### src/rtl/hazard_ctrl_unit.sv
// Hazard controller on the read side of ID/EXE: PC/IF-ID hold, IF-ID flush, ID/EXE bubble.
// Optional ID-stage forwarding selects when FORWARD_PATH_EN is defined.
module hazard_ctrl_unit #(
    parameter int ASIZE        = 5,
    parameter int LOAD_STALL   = 1,
    parameter int FLUSH_CYCLES = 1
) (
    input  logic             clk,
    input  logic             rst,
    input  logic [ASIZE-1:0] id_rs1,
    input  logic             id_rs1_used,
    input  logic [ASIZE-1:0] id_rs2,
    input  logic             id_rs2_used,
    input  logic [ASIZE-1:0] ex_waddr,
    input  logic             ex_write_en,
    input  logic             ex_mem_read,
    input  logic [ASIZE-1:0] mem_waddr,
    input  logic             mem_write_en,
    input  logic             ex_branch_taken,
    output logic             pc_hold,
    output logic             ifid_hold,
    output logic             ifid_flush,
    output logic             idexe_flush,
    output logic [1:0]       fwd_sel_a,
    output logic [1:0]       fwd_sel_b
);

    typedef enum logic [1:0] {RUN, STALL, FLUSH} state_t;

    localparam logic [2:0] FLUSH_LOAD = 3'(FLUSH_CYCLES - 1);
    localparam logic [2:0] LS_CNT     = 3'(LOAD_STALL);

    state_t     state, state_nxt;
    logic [2:0] cnt, cnt_nxt;

    function automatic logic hit(input logic used, input logic [ASIZE-1:0] src,
                                 input logic we, input logic [ASIZE-1:0] waddr);
        return used && (src != '0) && we && (src == waddr);
    endfunction

    logic ex_hit_a, ex_hit_b, mem_hit_a, mem_hit_b;
    logic [2:0] need_a, need_b, need;

    assign ex_hit_a  = hit(id_rs1_used, id_rs1, ex_write_en,  ex_waddr);
    assign ex_hit_b  = hit(id_rs2_used, id_rs2, ex_write_en,  ex_waddr);
    assign mem_hit_a = hit(id_rs1_used, id_rs1, mem_write_en, mem_waddr);
    assign mem_hit_b = hit(id_rs2_used, id_rs2, mem_write_en, mem_waddr);

`ifdef FORWARD_PATH_EN
    // Only a load still in EXE cannot be forwarded.
    assign need_a = (ex_hit_a && ex_mem_read) ? LS_CNT : 3'd0;
    assign need_b = (ex_hit_b && ex_mem_read) ? LS_CNT : 3'd0;

    always_comb begin
        fwd_sel_a = 2'b00;
        fwd_sel_b = 2'b00;
        if (rst && state != STALL) begin
            if (ex_hit_a)       fwd_sel_a = ex_mem_read ? 2'b00 : 2'b01;
            else if (mem_hit_a) fwd_sel_a = 2'b10;
            if (ex_hit_b)       fwd_sel_b = ex_mem_read ? 2'b00 : 2'b01;
            else if (mem_hit_b) fwd_sel_b = 2'b10;
        end
    end
`else
    assign need_a = ex_hit_a ? 3'd2 : (mem_hit_a ? 3'd1 : 3'd0);
    assign need_b = ex_hit_b ? 3'd2 : (mem_hit_b ? 3'd1 : 3'd0);
    assign fwd_sel_a = 2'b00;
    assign fwd_sel_b = 2'b00;

    // Inputs consumed only by the forwarding build.
    logic unused_fwd;
    assign unused_fwd = ^{ex_mem_read, LS_CNT};
`endif

    assign need = (need_a > need_b) ? need_a : need_b;

    always_comb begin
        pc_hold     = 1'b0;
        ifid_hold   = 1'b0;
        ifid_flush  = 1'b0;
        idexe_flush = 1'b0;
        state_nxt   = state;
        cnt_nxt     = cnt;
        if (!rst) begin
            state_nxt = RUN;
            cnt_nxt   = 3'd0;
        end else if (ex_branch_taken) begin
            // A taken branch wins in every state, aborting a stall or restarting a flush.
            ifid_flush  = 1'b1;
            idexe_flush = 1'b1;
            if (FLUSH_CYCLES > 1) begin
                state_nxt = FLUSH;
                cnt_nxt   = FLUSH_LOAD;
            end else begin
                state_nxt = RUN;
                cnt_nxt   = 3'd0;
            end
        end else begin
            case (state)
                RUN: begin
                    if (need != 3'd0) begin
                        pc_hold     = 1'b1;
                        ifid_hold   = 1'b1;
                        idexe_flush = 1'b1;
                        if (need > 3'd1) begin
                            state_nxt = STALL;
                            cnt_nxt   = need - 3'd1;
                        end
                    end
                end
                STALL: begin
                    pc_hold     = 1'b1;
                    ifid_hold   = 1'b1;
                    idexe_flush = 1'b1;
                    cnt_nxt     = cnt - 3'd1;
                    if (cnt <= 3'd1) state_nxt = RUN;
                end
                FLUSH: begin
                    ifid_flush = 1'b1;
                    cnt_nxt    = cnt - 3'd1;
                    if (cnt <= 3'd1) state_nxt = RUN;
                end
                default: begin
                    state_nxt = RUN;
                    cnt_nxt   = 3'd0;
                end
            endcase
        end
    end

    always_ff @(posedge clk) begin
        if (!rst) begin
            state <= RUN;
            cnt   <= 3'd0;
        end else begin
            state <= state_nxt;
            cnt   <= cnt_nxt;
        end
    end

endmodule
### config.mk
export PLATFORM = sky130hd
export DESIGN_NAME = hazard_ctrl_unit
export DESIGN_NICKNAME = d
export VERILOG_FILES = /design/src/rtl/hazard_ctrl_unit.sv
export SDC_FILE = /design/constraint.sdc
export NUM_CORES = 1
export LEC_CHECK = 0
export ABC_AREA = 1
export CAP_MARGIN = 0
export CORE_MARGIN = 4
export CORE_UTILIZATION = 35
export CTS_CLUSTER_SIZE = 14
export DETAILED_ROUTE_END_ITERATION = 8
export PLACE_DENSITY_LB_ADDON = 0.1
export RECOVER_POWER = 25
export SYNTH_ARGS = -nofsm -noshare
export SYNTH_HDL_FRONTEND = slang
export SYNTH_SLANG_ARGS = --single-unit
export TNS_END_PERCENT = 10
### constraint.sdc
create_clock -name clk -period 4 [get_ports clk]
set_input_delay 0.8 -clock clk [delete_from_list [all_inputs] [get_ports clk]]
set_output_delay 0.8 -clock clk [all_outputs]
set_load 0.01 [all_outputs]
== Yosys cells after proc, flatten, opt, wreduce, memory -nomap -nowiden ==
Index checks and enable logic that the tools add are counted.
Widths: inputs -> output; s select.
Word-level totals
  register bits: 5
  input bits: 28
  output and inout port bits: 8
  word-level logic and storage cells: 56
Cells by class
  $add $sub $neg: 2
  order comparisons: 3
  equality and inequality tests: 9
  mux-type cells: 21
  bitwise gates (word level): 1
  reductions and logical operators: 18
Operators with widths (count)
  $eq 5x5->1: 4
  $mux 2: 6
  $logic_and 1x1->1: 10
  $mux 1: 10
  $reduce_bool 5->1: 2
  $mux 3: 2
  $pmux 3 s2: 1
  $ne 2x2->1 const B: 2
  $pmux 2 s2: 1
  $reduce_or 2->1: 2
  $le 3x1->1 const B: 1
  $reduce_and 3->1: 1
  $reduce_bool 3->1: 1
  $sub 2x1->3 const B: 1
  $sub 3x1->3 const B: 1
  $eq 2x1->1 const B: 1
  $eq 2x2->1 const B: 1
  $gt 2x1->1 const B: 1
  $gt 2x2->1: 1
  $logic_not 2->1: 1
  $ne 2x1->1 const B: 1
  $pmux 1 s2: 1
  $reduce_and 2->1: 1
  $not 1->1: 1

== Longest topological paths before layout ==
Gate-level depths: netlist of run 1.
  word-level depth: 13
  depth in mapped cells: 20
  depth with buffers taken out: 20

== Least setup slack after synthesis of run 1 ==
No wires, ideal clock.
  path type: input port to output port
  start: input port ex_waddr[4]
  end: output port pc_hold
  arrival: 2703 ps
  required time: 3200 ps
  path slack: 497 ps
  cell stages on the path: 16
  path buffers: 1
  cell sequence: inv_1 nand2_1 a21oi_2 nand3_1 nor2_1 inv_1 ha_1 a22oi_1 nand4_2 nand2_1 inv_1 ha_1 inv_1 nor2_1 nor2_1 buf_4
Between the ends
  cells in the longest elaborated chain, start to end: 10
  elaborated cells on any way between the ends: 13
  classes of those cells: order compare: 1; eq/ne: 2; mux: 7; reduce/logical: 3
RTL lines
  start, declared: RTL line 14  | input logic [ASIZE-1:0] ex_waddr,
  $eq 5x5->1: RTL line 38  | return used && (src != '0) && we && (src == waddr);
  $logic_and 1x1->1: RTL line 38
  $mux 2 (on tied branches): RTL line 65, 66
  $gt 2x2->1: RTL line 75  | assign need = (need_a > need_b) ? need_a : need_b;
  $mux 2 (*): RTL line 75
  $reduce_bool 3->1 (*): RTL line 101  | if (need != 3'd0) begin
  $mux 1 (*)
  $pmux 1 s2 (*)
  $mux 1 (*) (2 in series)
  end, declared: RTL line 20  | output logic pc_hold,
Mark *: on every way between the ends. The rest lies on a longest branch, timed or not.

== Worst setup path after layout of run 1 ==
  start: input port id_rs2[3]
  end: output port idexe_flush
Between the ends
  cells in the longest elaborated chain, start to end: 13
  elaborated cells on any way between the ends: 17
  classes of those cells: order compare: 1; eq/ne: 2; mux: 7; reduce/logical: 7
RTL lines
  start, declared: RTL line 12  | input logic [ASIZE-1:0] id_rs2,
  $reduce_bool 5->1: RTL line 38
  $logic_and 1x1->1 (3 in series): RTL line 38
  $mux 1: RTL line 66  | assign need_b = ex_hit_b ? 3'd2 : (mem_hit_b ? 3'd1 : 3'd0);
  $mux 2 (*): RTL line 66
  $gt 2x2->1: RTL line 75
  $mux 2 (*): RTL line 75
  $reduce_bool 3->1 (*): RTL line 101
  $mux 1 (*): RTL line 101
  $pmux 1 s2 (*): RTL line 99  | case (state)
  $mux 1 (*): RTL line 87  | end else if (ex_branch_taken) begin
  $mux 1 (*): RTL line 84  | if (!rst) begin
  end, declared: RTL line 23  | output logic idexe_flush,
Marks and branches as above.

==> results by group, run 1 <==
Logic synthesis
  • Top cells by count, synth: nand2_1, inv_1, nor2_1, ha_1, inv_2
  • Top cell type's share of synthesized area: 27.1%
  • Mapped Cells: 163
  • Synth cell types: 21
  • FFs w/ async S/R, synth: 0%
  • Netlist Area Pre-Place: 845 um2
  • Area leader, netlist: nand2_1
  • Post-synth top flop: dfxtp_1
  • Post-synth EDFFs: 0
  • Total number of yosys warnings: 0
  • Count leader, synth: nand2_1
  • Seq/Total Area, Yosys: 9.48%
  • Ranking of synthesized cells by area: nand2_1, inv_1, ha_1
  • Yosys reg bits: 4
  • Synth Area per Inst: 5.18 um2

Run status
  • Status: completed

Placed design
  • Detail Placement HPWL: 2050 um
  • I/O Buffers: 30
  • Placer Congestion: 0.749
  • Placed cells: 239

Setup path
  • Critical setup path kind: in2out
  • Worst reg-to-reg path cell count: 5
  • Most used cell, CP: inv_1
  • CP Cell Sequence: dlygate4sd2_1 > inv_1 > nand4_1 > nand2_2 > nor2_4 > nor4_2 > ha_1 > a22oi_2 > inv_1 > nand4_2 > nand2_1 > inv_2 > ha_1 > inv_1 > nor2_2 > o21ai_1 > buf_2
  • Flop2flop setup slack: 2.88 ns
  • CP startpoint: id_rs2[3]
  • CP Max Fanout: 3
  • Kind of end point of the critical path: primary output
  • Max stage delay on crit path: 0.29 ns
  • R2R Path Start: cnt[0]
  • Reg2reg end: cnt[1]
  • Slowest CP cell: ha_1
  • WP data arrival: 3.08 ns
  • Worst Path Required: 3.20 ns
  • CP Launch Type: input port
  • Critical Path Sink: idexe_flush

Finish
  • Filler cells: 243
  • Layout cells sized above 1: 31.5%
  • Final Core Density: 63.3%
  • Fin nets: 253
  • Layout area overhead: 68.9%
  • ANT cells: 0
  • Final std cells w/o fill: 244

Global routing
  • Number of global-route vias before repair: 981
  • Initial antenna violation count: 0
  • GRT Util Overall: 15.6%
  • First-pass GRT wire length: 4060 um
  • Largest net degree at the start of global routing: 6
  • Gr ovfl total: 0

Hold path
  • Hold Path Origin: cnt[2]
  • Hold Crit Class: reg2reg

Clock network
  • CTS Buf Count: 3
  • H-tree level count: 1
  • Max clock buf depth: 2
  • Clk slew on worst S/H paths: 0.03 ns
  • Clock insertion delay at the later pin of the skew report: 0.24 ns
  • CTS tree: built
  • Hold buffers post-CTS: 0
  • CTS Sinks: 4
  • CTS root buffer: clkbuf_4

Routing
  • WL/cell: 10.7 um
  • Met2 WL post-DR: 1270 um
  • Max layer used: met4
  • DRC: 0
  • Drt initial violations: 25
  • Post-DR vias/cell: 4.48
  • Wl on met1: 1130 um
  • Via count: 1,092
  • Post-DRT Antenna Nets: 0
  • Met3 WL post-DR: 183 um
  • Initial DRT Pass Iterations: 4
  • WL final: 2610 um

Timing
  • Setup violation total in the final timing report: 0
  • Final Cycle Share: 97.1%
  • Crit path time final: 3.88 ns
  • Hold Fails Final Rpt: 0
  • Peak Freq: 257 MHz
  • Final Max Tran Viols: 0
  • Final Skew: 0.00925 ns

Pwr
  • Static Leak: 0.881 nW
  • Max VDD drop: 0.136 mV
  • Pwr dens: 132 nW/um2
  • Total power draw: 0.188 mW

Floorplanning
  • # IOs: 36
  • Row count: 17
  • Die width: 57.1 um
  • Die Area: 3260 um2
  • DIE HEIGHT: 57.1 um
  • Starting Density: 37.5%
  • Core area: 2250 um2

Flow run
  • Max-cap violations: 0
worst min path at each step:
stage          endpoint  slack (ns)  cells after the start
2_1_floorplan    cnt[2]        0.47                      2
3_3_place_gp     cnt[2]        0.49                      2
3_5_place_dp     cnt[2]        0.50                      2
4_1_cts          cnt[2]        0.51                      2
5_1_grt          cnt[2]        0.54                      2
6_report         cnt[2]        0.51                      2
layer usage:
metal  GRT usage, %  vias up
met3           4.52        5
met4           3.97        0
li1               -      590
met1           19.7      469
met2           25.9       28
met5              0        -
cell usage in the layout, fill, tap and decap left out, types with 3 or more instances in the layout:
master           instances
nand4_1                  4
buf_4                   22
clkbuf_4                 3
buf_2                    3
conb_1                   4
inv_1                   27
dlygate4sd2_1            4
dlymetal6s2s_1          15
inv_2                   10
nand2_1                 58
clkdlybuf4s50_1          5
nor2_1                  11
nand2_2                  3
nor2_2                  11
o21ai_0                  3
ha_1                     6
dfxtp_1                  4
nand3_2                  4
flip-flops by register name, indices dropped and copies added (netlist names):
register	flops
state	1
cnt	3
layout make-up:
| class | instances | area, um2 | share of cell area (%) |
|---|---|---|---|
| Sequential cell | 4 | 80.1 | 5.61 |
| Timing Repair Buffer | 52 | 473 | 33.2 |
| Tap cell | 28 | 35.0 | 2.46 |
| Inverter | 37 | 139 | 9.74 |
| Multi-Input combinational cell | 120 | 677 | 47.5 |
| Clock buffer | 3 | 22.5 | 1.58 |
cell families after synthesis:
kind of cell | count (synthesis) | synth area share [%]
AOI/OAI and AO/OA | 12 | 9.04
and+or+nand+nor | 97 | 49.8
buffers and inverters | 42 | 20.9
other | 1 | 0.444
DFF | 4 | 9.48
adders and majority gates | 7 | 10.4
timing repair:
item | CTS | global route
pin swaps | 9 | 13
gates resized for setup | 29 | 34
setup endpoints to repair | 3 | 3
setup buffers | 1 | 1
worst max-delay path: cells and delay by family:
| kind | cells | cell delay (ns) |
|---|---|---|
| AND/OR/NAND/NOR | 7 | 0.87 |
| adder cells (fa/ha/maj) | 2 | 0.42 |
| buffers and inverters | 6 | 0.65 |
| AO/OA/AOI/OAI | 2 | 0.33 |
through the flow:
step / TNS (ns) / setup slack (ns) / instance area (um2) / hold slack (ns)
global placement: -1.55 / -0.531 / 1300 / 0.492
finish: 0 / 0.116 / 1430 / 0.506
global route: -0.0247 / -0.0247 / 1430 / 0.544
detailed placement: -1.87 / -0.652 / 1300 / 0.503
CTS: 0 / 0.00388 / 1350 / 0.509
floorplan: 0 / 0.497 / 856 / 0.471
where the power goes:
group          leakage [nW]  internal (mW)  switching, mW
clock                0.0138         0.0336         0.0180
combinational         0.835         0.0464         0.0493
sequential           0.0323         0.0406       0.000420
Note: power is estimated with default switching activity, not from simulation.
==> run 2: changes to the inputs <==
--- a/config.mk
+++ b/config.mk
@@ -7,10 +7,11 @@
 export LEC_CHECK = 0
 export ABC_AREA = 1
 export CAP_MARGIN = 0
-export CORE_MARGIN = 4
+export CORE_MARGIN = 2
 export CORE_UTILIZATION = 35
 export CTS_CLUSTER_SIZE = 14
 export DETAILED_ROUTE_END_ITERATION = 8
+export MAX_ROUTING_LAYER = met4
 export PLACE_DENSITY_LB_ADDON = 0.1
 export RECOVER_POWER = 25
 export SYNTH_ARGS = -nofsm -noshare
==> constraint.sdc (replaced) <==
create_clock -name clk -period 4 [get_ports clk]
set_input_delay 0.8 -clock clk [delete_from_list [all_inputs] [get_ports clk]]
set_output_delay 0.8 -clock clk [all_outputs]
set_load 0.005 [all_outputs]
==> run 2 against run 1 <==
Net effect: register-to-register slack barely moved; count of clock-buffer cells in the layout is the same; die area is 14% lower; largest cell class unchanged; clock power shrank 2%; sequential share of layout area grew 0.065 points; largest power group unchanged.
==> results by group, run 2 (synthesis gave the netlist of run 1 again) <==
Global routing
  • Initial antenna violation count: 0
  • Number of global-route vias before repair: 925
  • Largest net degree at the start of global routing: 6
  • Gr ovfl total: 0
  • First-pass GRT wire length: 3800 um
  • GRT Util Overall: 18.7%

Pwr
  • Clk pwr share: 27.6%
  • P_int: 0.118 mW
  • Sw Pwr: 0.0648 mW
  • Sw Share: 35.4%
  • Total power draw: 0.183 mW
  • Pwr dens: 130 nW/um2
  • Power share of the sequential group: 22.4%
  • Max VDD drop: 0.119 mV
  • Gate power share: 50.0%
  • Static Leak: 0.785 nW

Clock network
  • CTS root buffer: clkbuf_4
  • Max clock buf depth: 2
  • Clk slew on worst S/H paths: 0.03 ns
  • H-tree level count: 1
  • Clock insertion delay at the later pin of the skew report: 0.24 ns
  • CTS Sinks: 4
  • CTS tree: built
  • CTS Buf Count: 3

Routing
  • Drt initial violations: 28
  • WL/cell: 9.69 um
  • Post-DRT Antenna Nets: 0
  • Initial DRT Pass Iterations: 4
  • Via count: 1,087
  • WL final: 2380 um
  • DRC: 0
  • Post-DR vias/cell: 4.44

Setup path
  • Most used cell, CP: inv_1
  • WP data arrival: 3.03 ns
  • Kind of end point of the critical path: primary output
  • CP Cell Sequence: dlygate4sd2_1 > buf_4 > nand2_1 > nand4_1 > nor4_4 > ha_4 > a22oi_2 > inv_1 > nand4_2 > nand2_2 > inv_2 > ha_2 > inv_1 > nor2_2 > o21ai_1 > clkbuf_2
  • CP Launch Type: input port
  • Buf/Inv on CP: 6
  • R2R Path Start: cnt[0]
  • Worst Path Required: 3.20 ns
  • Delay-heaviest family, CP: simple AND/OR/NAND/NOR gates
  • Critical setup path kind: in2out
  • Flop2flop setup slack: 2.88 ns
  • Slowest CP cell: nor4_4
  • CP Max Fanout: 2
  • Worst reg-to-reg path cell count: 5
  • Reg2reg end: cnt[1]
  • Max stage delay on crit path: 0.37 ns

Hold path
  • Hold depth: 2
  • Worst Hold Path EP: cnt[2]
  • Hold Crit Class: reg2reg
  • Hold Path Origin: cnt[2]

Finish
  • Final Core Density: 62.5%
  • Register area: 80.1 um2
  • Multi-input logic area: 692 um2
  • Layout area overhead: 67.0%
  • Fin nets: 254
  • Leading cell type in the layout, fill and taps excluded: nand2_1
  • Max reg flops: 3
  • Filler cells: 240
  • Post-route cell area: 1410 um2
  • Most frequent cells in the layout: nand2_1, inv_1, buf_4, dlygate4sd2_1, nor2_1
  • Layout cells sized above 1: 31.3%
  • ANT cells: 0
  • Top Registers: cnt x3, state x1
  • Final std cells w/o fill: 245
  • Most flops, register: cnt

Placed design
  • Placed cells: 240
  • Placer Congestion: 0.871
  • Detail Placement HPWL: 1910 um
  • Placed Area: 1310 um2
  • I/O Buffers: 30

Timing
  • Final Max Tran Viols: 0
  • Hold Fails Final Rpt: 0
  • Final Skew: 0.00647 ns
  • Setup violation total in the final timing report: 0
  • Final Cycle Share: 95.8%
  • Crit path time final: 3.83 ns
  • Peak Freq: 261 MHz

Floorplanning
  • Row count: 17
  • DIE HEIGHT: 53.1 um
  • Die Area: 2820 um2
  • Die width: 53.1 um
  • Starting Density: 37.5%
  • Core area: 2250 um2
  • # IOs: 36

Run status
  • Status: completed

Flow run
  • Max-cap violations: 0
-- run 2: power by group through the flow --
stage	registers (mW)	clock network [mW]	logic, mW
2_1_floorplan	0.0415	0	0.0412
3_3_place_gp	0.0416	0	0.0897
3_5_place_dp	0.0416	0	0.0908
4_1_cts	0.0410	0.0529	0.0883
5_1_grt	0.0411	0.0573	0.102
6_report	0.0411	0.0506	0.0915
-- run 2: area by class of cell --
cell class | count | share of cell area (%)
timing repair buffer | 53 | 31.3
inverter | 37 | 9.85
tap | 28 | 2.48
clock buffer | 3 | 1.60
multi-input combinational | 120 | 49.1
sequential | 4 | 5.68
-- run 2: tightest hold or removal path, stage by stage, from the launching register on --
cell and delay [ns]:
dfxtp_1 0.31, nand3_1 0.08, a21oi_1 0.06
-- run 2: metrics by stage --
step	hold slack, ns	setup WS, ns	setup TNS (ns)
after global placement	0.492	-0.495	-1.45
after floorplan	0.471	0.592	0
after global routing	0.528	-0.00367	-0.00367
after CTS	0.504	-0.00881	-0.0163
after detailed placement	0.500	-0.569	-1.68
final	0.502	0.167	0
-- run 2: timing repair --
item	CTS	global route
setup endpoints to repair	3	3
cloned	0	0
setup buffers	0	2
hold buffers	0	0
resized for setup	39	20
pin swaps	15	18
-- run 2: worst max-delay path by stage --
stage / from / end / cells after the start
6_report: mem_waddr[1] / idexe_flush / 16
5_1_grt: mem_write_en / idexe_flush / 16
4_1_cts: ex_write_en / ifid_hold / 18
3_5_place_dp: id_rs2[0] / idexe_flush / 19
3_3_place_gp: id_rs2[1] / idexe_flush / 19
2_1_floorplan: ex_waddr[4] / pc_hold / 16
-- run 2: layer usage --
| layer | part of all wire, % | wire length [um] | vias to the layer above | track usage (%) |
|---|---|---|---|---|
| met5 | 0 | 0 | - | - |
| met4 | 0.38 | 9 | 0 | 1.28 |
| met3 | 7.9 | 187 | 2 | 5.37 |
| met2 | 45 | 1080 | 31 | 30.8 |
| met1 | 46 | 1100 | 462 | 23.9 |
| li1 | - | - | 592 | - |
